### config.mk
export PLATFORM = sky130hd
export DESIGN_NAME = fifo_wr_arbiter
export DESIGN_NICKNAME = d
export VERILOG_FILES = /design/src/rtl/fifo_arb_pkg.sv /design/src/rtl/fifo_wr_arbiter_rr_pick.sv /design/src/rtl/fifo_wr_arbiter.sv
export SDC_FILE = /design/constraint.sdc
export NUM_CORES = 1
export LEC_CHECK = 0
export ABC_AREA = 0
export BUFFER_PORTS_ARGS = -buffer_cell sky130_fd_sc_hd__buf_2
export CAP_MARGIN = 10
export CELL_PAD_IN_SITES_DETAIL_PLACEMENT = 1
export CELL_PAD_IN_SITES_GLOBAL_PLACEMENT = 1
export CORE_AREA = 8 8 61 63
export CTS_CLUSTER_SIZE = 12
export DETAILED_ROUTE_END_ITERATION = 8
export DIE_AREA = 0 0 69 71
export MAX_ROUTING_LAYER = met4
export PLACE_DENSITY_LB_ADDON = 0.1
export SYNTH_ARGS = -nofsm -noshare
export SYNTH_HDL_FRONTEND = slang
export SYNTH_SLANG_ARGS = --single-unit
### constraint.sdc
create_clock -name clk -period 1.93 [get_ports clk]
set_input_delay 0.386 -clock clk [delete_from_list [all_inputs] [get_ports clk]]
set_output_delay 0.386 -clock clk [all_outputs]
set_load 0.03 [all_outputs]
### src/rtl/fifo_arb_pkg.sv
// Shared constants for the round-robin FIFO write arbiter.
package fifo_arb_pkg;
  localparam logic [0:0] ST_IDLE = 1'b0;
  localparam logic [0:0] ST_OWN  = 1'b1;
  localparam int         BURST_W = 8;
endpackage

### src/rtl/fifo_wr_arbiter_rr_pick.sv
// Rotating-priority encoder: first set request at or above rr_ptr, wrapping mod N.
module rr_pick #(
  parameter  int N_LOG2 = 2,
  localparam int N      = 1 << N_LOG2
) (
  input  logic [N-1:0]      req,
  input  logic [N_LOG2-1:0] rr_ptr,
  output logic [N_LOG2-1:0] idx,
  output logic              valid
);

  // Walk the offsets from farthest to nearest so the nearest hit wins.
  always_comb begin
    idx   = '0;
    valid = 1'b0;
    for (int i = N - 1; i >= 0; i--) begin
      if (req[rr_ptr + N_LOG2'(i)]) begin
        idx   = rr_ptr + N_LOG2'(i);
        valid = 1'b1;
      end
    end
  end

endmodule

### src/rtl/fifo_wr_arbiter.sv
// Round-robin write arbiter sharing one FIFO write port among 2**N_LOG2 producers.
// Define FIFO_ARB_LOCK_EN for packet-locked ownership via the req_last input.
module fifo_wr_arbiter
  import fifo_arb_pkg::*;
#(
  parameter  int SIZE      = 2,
  parameter  int N_LOG2    = 2,
  parameter  int MAX_BURST = 2,
  localparam int N         = 1 << N_LOG2
) (
  input  logic              clk,
  input  logic              reset,
  input  logic [N-1:0]      req,
  input  logic [N*SIZE-1:0] req_data,
`ifdef FIFO_ARB_LOCK_EN
  input  logic [N-1:0]      req_last,
`endif
  output logic [N-1:0]      ack,
  output logic              fifo_write,
  output logic [SIZE-1:0]   fifo_item,
  input  logic              fifo_full,
  output logic              busy
);

  logic [0:0]         state;
  logic [N_LOG2-1:0]  owner;
  logic [N_LOG2-1:0]  rr_ptr;
  logic [BURST_W-1:0] burst_cnt;
  logic [N_LOG2-1:0]  pick_idx;
  logic               pick_valid;
  logic               own;
  logic               xfer;
  logic               release_own;

  rr_pick #(.N_LOG2(N_LOG2)) u_rr_pick (
    .req    (req),
    .rr_ptr (rr_ptr),
    .idx    (pick_idx),
    .valid  (pick_valid)
  );

  assign own  = (state == ST_OWN);
  assign xfer = own & req[owner] & ~fifo_full;

`ifdef FIFO_ARB_LOCK_EN
  // A dropped request mid-packet simply stalls; only the tagged last word frees the port.
  assign release_own = xfer & req_last[owner];
`else
  assign release_own = own & (~req[owner] |
                              (xfer & (burst_cnt == BURST_W'(MAX_BURST - 1))));
`endif

  // Outputs are combinational from the registered owner, so reset clears them at once.
  assign busy       = own;
  assign fifo_write = xfer;
  assign ack        = xfer ? (N'(1) << owner) : '0;
  assign fifo_item  = own ? req_data[int'(owner)*SIZE +: SIZE] : '0;

  always_ff @(posedge clk or posedge reset) begin
    if (reset) begin
      state     <= ST_IDLE;
      owner     <= '0;
      rr_ptr    <= '0;
      burst_cnt <= '0;
    end else begin
      case (state)
        ST_IDLE: begin
          if (pick_valid) begin
            owner     <= pick_idx;
            burst_cnt <= '0;
            state     <= ST_OWN;
          end
        end
        default: begin
          if (xfer && (burst_cnt < BURST_W'(MAX_BURST)))
            burst_cnt <= burst_cnt + BURST_W'(1);
          if (release_own) begin
            state  <= ST_IDLE;
            rr_ptr <= owner + N_LOG2'(1);
          end
        end
      endcase
    end
  end

endmodule

# Word-level counts from Yosys, hierarchy flattened
# Cells that the tools add are included.
# word_totals
regBits	13
latch_bits	0
ramBits	0
rom_bits	0
in_bits	15
elab_cells	58
memories	0
# op_classes
add_sub_neg	5
mul	0
div	0
n_lt_le_gt_ge	6
eq_ne	2
n_shift	2
muxes	26
n_bitwise	8
n_reduce_logical	5
# op_table
operator	n
8-bit 2-to-1 mux	3
2-bit by 3-bit less-than comparator with 1-bit output, second input constant	5
1-bit 2-to-1 mux	12
1-bit binary-select mux with 2-bit select	5
2-bit 2-to-1 mux	5
8-bit by 1-bit adder with 8-bit output, second input constant	1
8-bit by 1-bit == test with 1-bit output, second input constant	1
8-bit by 2-bit less-than comparator with 1-bit output, second input constant	1
8-bit by 4-bit variable part select with 2-bit output	1
2-bit AND reduction	3
2-bit by 1-bit adder with 2-bit output, second input constant	2
2-bit adder, second input constant	2
1-bit AND	4
4-bit 2-to-1 mux	1
1-bit by 2-bit << shifter with 4-bit output, first input constant	1
1-bit NOT	3
2-bit by 1-bit != test with 1-bit output, second input constant	1
2-bit nonzero test	1
1-bit logical AND	1
1-bit OR	1

# Depth between registers and ports, before layout
# logic_depth
word_depth	9
mapped_depth	5
mapped_depth_nobuf	4

# By module
# From an unflattened synthesis, not the netlist that was laid out.
# hier_totals
hier_cells	76
hier_area_um2	834.6
# by_module_without_submodules
mod	n_inst	cells_each	area_per_inst_um2	seq_area_each_um2
fifo_wr_arbiter	1	63	757.0	325.3
rr_pick	1	13	77.6	0.0

# Least setup slack after synthesis
# No wires, ideal clock.
# synth_timing
kind	register to output
from	reg state (netlist: busy)
to	out ack[0]
t_arrival_ps	1760
t_required_ps	1544
path_slack_ps	-216
path_stages_with_launch	4
n_path_buf	0
path_cell_list	dfrtp_1 nand3b_1 o2bb2ai_1 and2_1
# synth_via
elab_chain_len	3
# synth_rtl
element	line	source
from (decl)	fifo_wr_arbiter.sv:25	logic [0:0] state;
from (signal assigned)	fifo_wr_arbiter.sv:61	state <= ST_IDLE;
from (signal assigned)	fifo_wr_arbiter.sv:71	state <= ST_OWN;
from (signal assigned)	fifo_wr_arbiter.sv:78	state <= ST_IDLE;
1-bit AND (2 in a row)	fifo_wr_arbiter.sv:43	assign xfer = own & req[owner] & ~fifo_full;
named net fifo_write	fifo_wr_arbiter.sv:19	output logic fifo_write,
4-bit 2-to-1 mux	fifo_wr_arbiter.sv:56	assign ack = xfer ? (N'(1) << owner) : '0;
to (decl)	fifo_wr_arbiter.sv:18	output logic [N-1:0] ack,
# The timed path passes the listed nets, and every way through them passes these cells.

# Worst setup path in the final report
# layout_timing
from	reg owner[1]
to	out ack[2]
# layout_via
elab_chain_len	5
elab_cells_between_ends	6
# layout_rtl
element	line	source
from (decl)	fifo_wr_arbiter.sv:26	logic [N_LOG2-1:0] owner;
from (signal assigned)	fifo_wr_arbiter.sv:69	owner <= pick_idx;
1-bit binary-select mux with 2-bit select	fifo_wr_arbiter.sv:43	
1-bit 2-to-1 mux (implied by the code)	fifo_wr_arbiter.sv:43	
1-bit AND (2 in a row)	fifo_wr_arbiter.sv:43	
4-bit 2-to-1 mux *	fifo_wr_arbiter.sv:56	
# Every way passes the cells marked *; elsewhere a longest branch is shown, timed or not. The select of a mux whose other input is x is not followed.

==> impl_metrics.yaml <==
sta:
  fin_crit_sh_pct: 98.3
  slew_viol_final: 0
  rsz0062_at_grt: "yes"
  skew_ps: 3.23
  period_minus_slack_ps: 1900
  setup_viol: 0
  slew_headroom_pct: 66.5
  max_freq_mhz: 527
  tightestPinTransition_ps: 502
  hold_viol_final: 0
  hold_slack_ps: 127
synth:
  synth_top_family_by_area: "simple AND/OR/NAND/NOR gates"
  syn_area_um2: 830
  yosys.area_share.xor_xnor_pct: 0
  muxShareOfSynthArea_pct: 13.4
  avgSynthCellArea_um2: 10.4
  async_flop_share_pct: 100
  synth_ff_type: "dfrtp_1"
  yosysUniqueCellTypes: 32
  synth_fa_ha_area_share_pct: 9.05
  synth_top_cells_by_area: "dfrtp_1 39%, ha_1 9.0%, and2_1 7.5%"
  synth_warnings: 0
  yosysMostFrequentCell: "dfrtp_1"
  ys_seq_area_share_pct: 39.2
  synthSimpleGateAreaFrac_pct: 24.0
  ys_ff_latch: 13
  syn-num-nets: 101
  synth_compound_area_share_pct: 9.95
  synth_area_leader_cell: "dfrtp_1"
  synthCells: 80
  ys_top_cells_by_count: "13 x dfrtp_1, 10 x and2_1, 6 x ha_1, 6 x inv_1, 6 x nand2_1"
  synth_edf_count: 0
  synth_top_area_share_pct: 39.2
floorplan:
  initial_core_util_pct: 29.1
  ios: 23
  die_area_um2: 4900
  die_y_um: 71
  coreArea_um2: 2850
  chipWidth_um: 69
  rows: 20
placed_design:
  dpl.hpwl_um: 1670
  gp_congestion: 0.668
  io_buffers: 22
  placed_cells: 135
critical_path:
  crit_start: "owner[1]$_DFFE_PP0P_"
  start_kind: "flip-flop"
  required_ps: 1540
  cp_max_fo: 6
  r2r_start: "burst_cnt[5]$_DFFE_PP0P_"
  path_class: "reg -> out"
  endpoint_kind: "primary output"
  cp_data_arrival_time_ps: 1510
grt:
  grt_max_degree: 14
  grt_util_all_layers_pct: 9.26
  grt_overflow: 0
  grt_pass1_wl_um: 3680
  grt_pass1_vias: 763
  antenna_found_initial: 0
cells_and_area:
  layout.area.seq_um2: 328
  layout-drive-gt1-share_pct: 43.1
  area_growth_pct: 32.1
  nFillCells: 344
  multiInputGateArea_um2: 504
  nets: 131
  diodes: 0
  post-route-util_pct: 38.4
  fin_cells: 142
drt:
  ant_nets: 0
  totalWireLength_um: 2090
  vias: 689
  firstDrtPassIters: 4
  post_drt_wl_per_cell_um: 14.7
  viasPerCell: 4.85
  remaining_drc_errors: 0
  first_iter_violations: 13
run:
  max_cap_viol_count: 0
cts:
  clock-sinks: 13
  cts_buffer_depth: 2
  hold_buffers: 0
  clk_pin_slew_ps: 80
  cts_buffers: 3
  cts_htree_levels: 1
  insertion_delay_ps: 270
  cts-root-buf: "clkbuf_4"
  cts_tree: "done"
power_and_ir_drop:
  power.leakage_uw: 0.000556
  power.density_nw_per_um2: 1320
  peakVddDrop_uv: 601
min_path:
  hold_path.class: "in -> async"
run_status:
  status: "finished, final reports clean"
## report_power, final
part / total, µW / switching, µW / internal (µW)
Sequential: 427 / 85.6 / 342
Combinational: 849 / 429 / 419
Clock: 168 / 87.7 / 79.9
## sequential cells by signal (all words and copies together), names as in the netlist
register,flops
burst_cnt,8
owner,2
rr_ptr,2
busy,1
## worst max-delay path, stage by stage, from the launching register on
cell	delay [ps]
dfrtp_2	440
mux2_4	330
o2bb2ai_4	140
and2_1	160
buf_2	170
## layout make-up
type                    instances  area share, %
well taps                      33           3.77
inverters                       6           2.05
repair buffers                 28           15.9
multi-input cells              58           46.0
clock buffers                   4           2.40
flip-flops and latches         13           29.9
## cell families (layout without fill, tap and decap cells)
| kind of cell | after synthesis | in the layout |
|---|---|---|
| multiplexers | 8 | 8 |
| buffers and inverters | 9 | 38 |
| AO/OA/AOI/OAI | 11 | 11 |
| AND/OR/NAND/NOR | 33 | 33 |
| adder cells (fa/ha/maj) | 6 | 6 |
| flip-flops | 13 | 13 |
## metrics by stage
stage	worst slack [ps]	instance area, µm²	TNS (ps)	total power, µW
6_report	32.7	1100	0	1440
5_1_grt	-50.2	1100	-240	1560
4_1_cts	10.1	1090	0	1440
3_5_place_dp	185	996	0	1170
3_3_place_gp	209	996	0	1160
2_1_floorplan	22.9	836	0	948
## cells in the final DEF, fill, tap and decap left out, types with 4 or more instances in the layout
cell type,n
buf_2,19
buf_4,6
nor2_1,4
dfrtp_1,11
ha_1,6
nand2_1,6
inv_1,6
and2_1,8
## final timing paths
| check | endpoint | slack (ps) | cells past startpoint |
|---|---|---|---|
| worst max-delay path | ack[2] | 30 | 4 |
| worst min-delay path | busy$_DFF_PP0_ | 130 | 2 |
| worst max register to register | rr_ptr[1]$_DFFE_PP0P_ | 230 | 4 |
| worst min register to register | burst_cnt[6]$_DFFE_PP0P_ | 500 | 1 |
| max in group asynchronous | owner[0]$_DFFE_PP0P_ | 1440 | 2 |
| min in group clk | owner[1]$_DFFE_PP0P_ | 450 | 3 |
## metal layers
metal	up-vias	share of wire, %	track usage, %
li1	334	-	-
met1	338	43	10.6
met2	15	51	15.2
met3	2	5.5	2.52
met4	0	0.38	3.42
met5	-	0	-
## what timing repair did
action                     CTS  global route
setup endpoints to repair    6             6
pin swaps                    0             2
setup buffers                3             0
gates resized for setup     10             4
Note: power is estimated with default switching activity, not from simulation.
